===== config.mk =====
export PLATFORM = sky130hd
export DESIGN_NAME = fifo_sync_flex
export DESIGN_NICKNAME = d
export VERILOG_FILES = /design/src/rtl/fifo_pkg.sv /design/src/rtl/fifo_ram.sv /design/src/rtl/fifo_sync_flex.sv
export SDC_FILE = /design/constraint.sdc
export NUM_CORES = 1
export LEC_CHECK = 0
export CORE_MARGIN = 2
export CORE_UTILIZATION = 49
export DETAILED_ROUTE_END_ITERATION = 7
export GPL_ROUTABILITY_DRIVEN = 0
export PLACE_DENSITY = 0.66
export REMOVE_ABC_BUFFERS = 1
export SYNTH_ARGS = -nofsm -noshare
export SYNTH_HDL_FRONTEND = slang
export SYNTH_SLANG_ARGS = --single-unit
export TNS_END_PERCENT = 100

===== constraint.sdc =====
create_clock -name clk -period 5.1 [get_ports clk]
set_clock_uncertainty 0.15 [all_clocks]
set_input_delay 0.765 -clock clk [delete_from_list [all_inputs] [get_ports clk]]
set_output_delay 0.765 -clock clk [all_outputs]
set_load 0.02 [all_outputs]

===== src/rtl/fifo_pkg.sv =====
// Shared FIFO helpers: ceil-log2, default watermark levels and a watermark legality check.
// Pure constants and functions; no hardware.
package fifo_pkg;

    localparam int DEF_AFULL_LEVEL  = 28;
    localparam int DEF_AEMPTY_LEVEL = 4;

    function automatic int clog2(input int value);
        int result;
        result = 0;
        while ((1 << result) < value) begin
            result = result + 1;
        end
        return result;
    endfunction

    // Legal watermarks need 0 <= aempty < afull <= depth.
    function automatic bit thresholds_ok(input int depth, input int afull, input int aempty);
        return (aempty >= 0) && (aempty < afull) && (afull <= depth);
    endfunction

endpackage


===== src/rtl/fifo_ram.sv =====
// Simple dual-port storage: synchronous write, asynchronous read, contents not reset.
// Zero-cycle read latency; no flow control, the owner guards writes.
module fifo_ram #(
    parameter int DATA_WIDTH = 8,
    parameter int ADDR_WIDTH = 5
) (
    input  logic                  clk,
    input  logic                  wr_en,
    input  logic [ADDR_WIDTH-1:0] wr_addr,
    input  logic [DATA_WIDTH-1:0] wr_data,
    input  logic [ADDR_WIDTH-1:0] rd_addr,
    output logic [DATA_WIDTH-1:0] rd_data
);

    localparam int DEPTH = 1 << ADDR_WIDTH;

    logic [DATA_WIDTH-1:0] mem [DEPTH];

    always_ff @(posedge clk) begin
        if (wr_en) begin
            mem[wr_addr] <= wr_data;
        end
    end

    assign rd_data = mem[rd_addr];

endmodule


===== src/rtl/fifo_sync_flex.sv =====
// Single-clock FIFO with watermarks, occupancy count, standard or FWFT read and sticky errors.
// Standard read: 1-cycle latency; FWFT: head word visible the cycle after it is written; full rejects writes, empty rejects reads.
module fifo_sync_flex
    import fifo_pkg::*;
#(
    parameter int DATA_WIDTH   = 8,
    parameter int ADDR_WIDTH   = 5,
    parameter int FWFT         = 0,
    parameter int AFULL_LEVEL  = DEF_AFULL_LEVEL,
    parameter int AEMPTY_LEVEL = DEF_AEMPTY_LEVEL
) (
    input  logic                  clk,
    input  logic                  rst,
    input  logic                  clr_err,
    input  logic                  wr_en,
    input  logic [DATA_WIDTH-1:0] data_in,
    output logic                  full,
    output logic                  almost_full,
    output logic                  overflow,
    input  logic                  rd_en,
    output logic [DATA_WIDTH-1:0] data_out,
    output logic                  rd_valid,
    output logic                  empty,
    output logic                  almost_empty,
    output logic                  underflow,
    output logic [ADDR_WIDTH:0]   level
);

    localparam int DEPTH = 1 << ADDR_WIDTH;
    localparam int PTR_W = clog2(DEPTH) + 1;

    typedef logic [PTR_W-1:0] ptr_t;

    localparam ptr_t DEPTH_P  = ptr_t'(DEPTH);
    localparam ptr_t AFULL_P  = ptr_t'(AFULL_LEVEL);
    localparam ptr_t AEMPTY_P = ptr_t'(AEMPTY_LEVEL);

    if (!thresholds_ok(DEPTH, AFULL_LEVEL, AEMPTY_LEVEL)) begin : g_bad_thresholds
        $error("fifo_sync_flex: illegal AFULL_LEVEL/AEMPTY_LEVEL");
    end

    ptr_t wr_ptr_q, wr_ptr_d;
    ptr_t rd_ptr_q, rd_ptr_d;
    ptr_t level_q, level_d;
    logic overflow_q, overflow_d;
    logic underflow_q, underflow_d;
    logic wr_acc, rd_acc;
    logic [DATA_WIDTH-1:0] ram_rdata;

    // All status flags decode from the registered level only.
    assign full         = (level_q == DEPTH_P);
    assign empty        = (level_q == '0);
    assign almost_full  = (level_q >= AFULL_P);
    assign almost_empty = (level_q <= AEMPTY_P);
    assign level        = level_q;
    assign overflow     = overflow_q;
    assign underflow    = underflow_q;

    always_comb begin
        wr_acc   = wr_en & ~full;
        rd_acc   = rd_en & ~empty;
        wr_ptr_d = wr_ptr_q + ptr_t'(wr_acc);
        rd_ptr_d = rd_ptr_q + ptr_t'(rd_acc);
        level_d  = level_q;
        if (wr_acc && !rd_acc) begin
            level_d = level_q + ptr_t'(1);
        end else if (rd_acc && !wr_acc) begin
            level_d = level_q - ptr_t'(1);
        end
        // A fresh error event outranks a coincident clear.
        overflow_d  = (wr_en & full)  ? 1'b1 : (clr_err ? 1'b0 : overflow_q);
        underflow_d = (rd_en & empty) ? 1'b1 : (clr_err ? 1'b0 : underflow_q);
    end

    always_ff @(posedge clk or posedge rst) begin
        if (rst) begin
            wr_ptr_q    <= '0;
            rd_ptr_q    <= '0;
            level_q     <= '0;
            overflow_q  <= 1'b0;
            underflow_q <= 1'b0;
        end else begin
            wr_ptr_q    <= wr_ptr_d;
            rd_ptr_q    <= rd_ptr_d;
            level_q     <= level_d;
            overflow_q  <= overflow_d;
            underflow_q <= underflow_d;
        end
    end

    fifo_ram #(
        .DATA_WIDTH (DATA_WIDTH),
        .ADDR_WIDTH (ADDR_WIDTH)
    ) u_ram (
        .clk     (clk),
        .wr_en   (wr_acc),
        .wr_addr (wr_ptr_q[ADDR_WIDTH-1:0]),
        .wr_data (data_in),
        .rd_addr (rd_ptr_q[ADDR_WIDTH-1:0]),
        .rd_data (ram_rdata)
    );

    if (FWFT != 0) begin : g_fwft
        // Head word shown directly; forced to zero while empty so idle output is deterministic.
        assign data_out = empty ? '0 : ram_rdata;
        assign rd_valid = ~empty;
    end else begin : g_std
        logic [DATA_WIDTH-1:0] dout_q, dout_d;
        logic                  rd_valid_q, rd_valid_d;

        always_comb begin
            dout_d     = rd_acc ? ram_rdata : dout_q;
            rd_valid_d = rd_acc;
        end

        always_ff @(posedge clk or posedge rst) begin
            if (rst) begin
                dout_q     <= '0;
                rd_valid_q <= 1'b0;
            end else begin
                dout_q     <= dout_d;
                rd_valid_q <= rd_valid_d;
            end
        end

        assign data_out = dout_q;
        assign rd_valid = rd_valid_q;
    end

endmodule


==> qor.txt <==
Post-CTS Setup Bufs -> 0
Number of global-route vias before repair -> 5769
Synth Area in Simple Gates -> 0.0496
Xor/xnor cell area share of the yosys netlist -> 0.00858
Routed wire length -> 22600 um
# fillers -> 1691
Worst-Margin Slew -> 1.19 ns
Post-cts sizing count -> 0
Clock Latency Late Sink -> 0.53 ns
CP Class -> reg -> reg
Clock Path Buffers -> 3
Synth Flop Type -> edfxtp_1
DP Cell Count -> 917
First DRT Iteration DRCs -> 541
Critical Path RT -> 5.40 ns
Synthesized area -> 0.0112 mm^2
Hold-fix buffer count after cts -> 0
First-pass DRT Iterations -> 4
Core region area -> 0.0226 mm^2
CP Max Fanout -> 14
Fmax -> 308 MHz
Final setup fails -> 0
Synth Register Bits -> 283
Largest net degree at the start of global routing -> 49
CP Capture Type -> flip-flop
Area delta synth->final -> 13.8%
Avg Inst Size Synth -> 18.1 um^2
Mux contribution to synthesized area -> 0.128
Reg2reg setup slack -> 1.85 ns
Starting Density -> 0.498
Via Count -> 5657
Port Buffer Count -> 33
Largest family of logic cells by synthesized area -> multiplexers
VDD IR-drop max -> 302 uV
Post-route setup slack -> 1.85 ns
Final std cells w/o fill -> 970
CP startpoint kind -> flip-flop
Yosys cell types -> 39
Pleak -> 4.32 nW
Synth Warn # -> 0
Fraction of layout cells with a size suffix above 1 -> 0.139
IO Pins -> 34
DIE HEIGHT -> 155 um
Std-Cell Rows -> 55
Grt ovf -> 0
ANT nets after route -> 0
Most common cell after layout, fill and taps aside -> edfxtp_1
Fin nets -> 687
Initial antenna violation count -> 0
N_diodes -> 0
Most frequent cells in the layout -> 256 x edfxtp_1, 56 x mux2i_1, 51 x nor2_1
Total Routing Usage GR -> 0.192
Adder-cell share of the synthesized area -> 0.0129
CTS clk-pin slew, worst paths -> 0.06 ns
Design Area, Final -> 0.0128 mm^2
DP Area -> 0.0118 mm^2
Fraction of registers with async set/reset -> 0.0954
CTS tree -> done
Drt wl/cell -> 23.3 um
Setup TNS -> 0 ns
Post-synth EDFFs -> 256
Clock sink count -> 283
Estimated wirelength of the detail-placed design -> 14000 um
HP Class -> reg -> reg
Cell Pwr Density -> 555 mW/mm^2
Die Wd -> 155 um
Worst slew margin -> 0.203
Complex-gate fraction of the synthesized area -> 0.0392
Unrepaired setup endpoints after global routing -> no
Fin. Hold Viols -> 0
Crit share post-route -> 0.637
Pre-CTS setup slack -> 1.63 ns
CP arrival -> 3.55 ns
Final min period -> 3.25 ns
Status -> complete, no violations
CTS buffer count -> 29
Vias per inst -> 5.83
Residual DRC -> 0
Seq/Total Area, Yosys -> 0.745
Global-route wire length before repair -> 34800 um
CTS H-tree depth -> 1
Syn Inst Count -> 619
Total design power -> 0.00710 W
Clk root buf -> clkbuf_16
DIE AREA -> 0.0241 mm^2
Maxcap violations -> 0
Fin. max-slew vios -> 0
==> Yosys cell counts (all sizes together) (2+ instances only) <==
master / n / area share
a22o: 8 / 0.0062
a21o: 2 / 0.0013
ha: 10 / 0.011
a311oi: 2 / 0.0016
nand3b: 7 / 0.0047
xor2: 4 / 0.0031
xnor2: 7 / 0.0055
nand2b: 2 / 0.0011
o221a: 2 / 0.0020
and2: 3 / 0.0017
inv: 8 / 0.0027
or3: 2 / 0.0011
a21oi: 14 / 0.0062
nor4: 6 / 0.0033
nor2b: 4 / 0.0022
nor2: 51 / 0.017
o21ai: 6 / 0.0027
dfrtp: 27 / 0.060
mux2i: 56 / 0.050
and3b: 2 / 0.0016
nand2: 14 / 0.0047
edfxtp: 256 / 0.68
clkbuf: 12 / 0.0040
a22oi: 20 / 0.013
buf: 18 / 0.010
nand3: 21 / 0.0094
or3b: 3 / 0.0023
o22ai: 8 / 0.0045
mux2: 2 / 0.0020
mux4: 38 / 0.076
==> critical path: stages (launching register included) <==
cell and delay (ns):
dfrtp_1 0.46, nor3_1 0.25, and3b_1 0.23, nand2b_1 0.48, ha_1 0.31, inv_1 0.13
ha_1 0.35, a21oi_1 0.14, nand2_1 0.10, a31oi_1 0.20, mux2i_1 0.23, xnor2_1 0.13
==> kinds of logic (layout without fill, tap and decap cells) <==
| group | Yosys count | after routing |
|---|---|---|
| XOR/XNOR | 11 | 11 |
| AND/OR/NAND/NOR | 116 | 116 |
| AO/OA/AOI/OAI | 64 | 64 |
| multiplexers | 96 | 96 |
| flip-flops | 283 | 283 |
| buffers and inverters | 38 | 104 |
| adder cells (fa/ha/maj) | 11 | 11 |
==> stage by stage <==
step                hold WS, ns  utilization
finish                    0.372        0.566
global route              0.408        0.566
CTS                       0.373        0.566
detailed placement        0.356        0.524
global placement          0.353        0.524
floorplan                 0.380            -
==> layout make-up <==
type | count | area [um^2] | area share
timing repair buffer | 43 | 405 | 0.0317
tap | 285 | 357 | 0.0279
multi-input combinational | 298 | 2680 | 0.210
sequential | 283 | 8370 | 0.655
clock buffer | 34 | 744 | 0.0583
clock inverter | 19 | 198 | 0.0155
inverter | 8 | 30.0 | 0.00235
==> path summary, 6_finish.rpt <==
check	depth (start not counted)	to	from
min in group asynchronous	2	level[4]	rst
max in group asynchronous	2	rd_ptr_q[0]	rst
worst min register to register	1	underflow	underflow
worst max register to register	11	level[5]	level[0]
worst max-delay path	11	level[5]	level[0]
worst min-delay path	1	underflow	underflow
==> per-layer routing <==
layer / wire length [um] / track usage / vias to the layer above
li1: - / - / 2548
met1: 9640 / 0.266 / 2898
met2: 11100 / 0.318 / 173
met3: 1250 / 0.0320 / 38
met4: 595 / 0.0533 / 0
met5: 0 / 0 / -
==> flip-flops by register name, indices dropped and copies added, names as in the netlist <==
name / cells
rd_valid: 1
data_out: 8
wr_ptr_q: 5
overflow: 1
rd_ptr_q: 5
underflow: 1
level: 6
u_ram.mem: 256
==> report_power, final <==
group / internal (W) / leakage [nW] / total, W / switching [W]
Clock: 0.00124 / 0.463 / 0.00207 / 0.000830
Sequential: 0.00277 / 2.63 / 0.00317 / 0.000399
Combinational: 0.000894 / 1.23 / 0.00185 / 0.000956
Note: power is estimated with default switching activity, not from simulation.
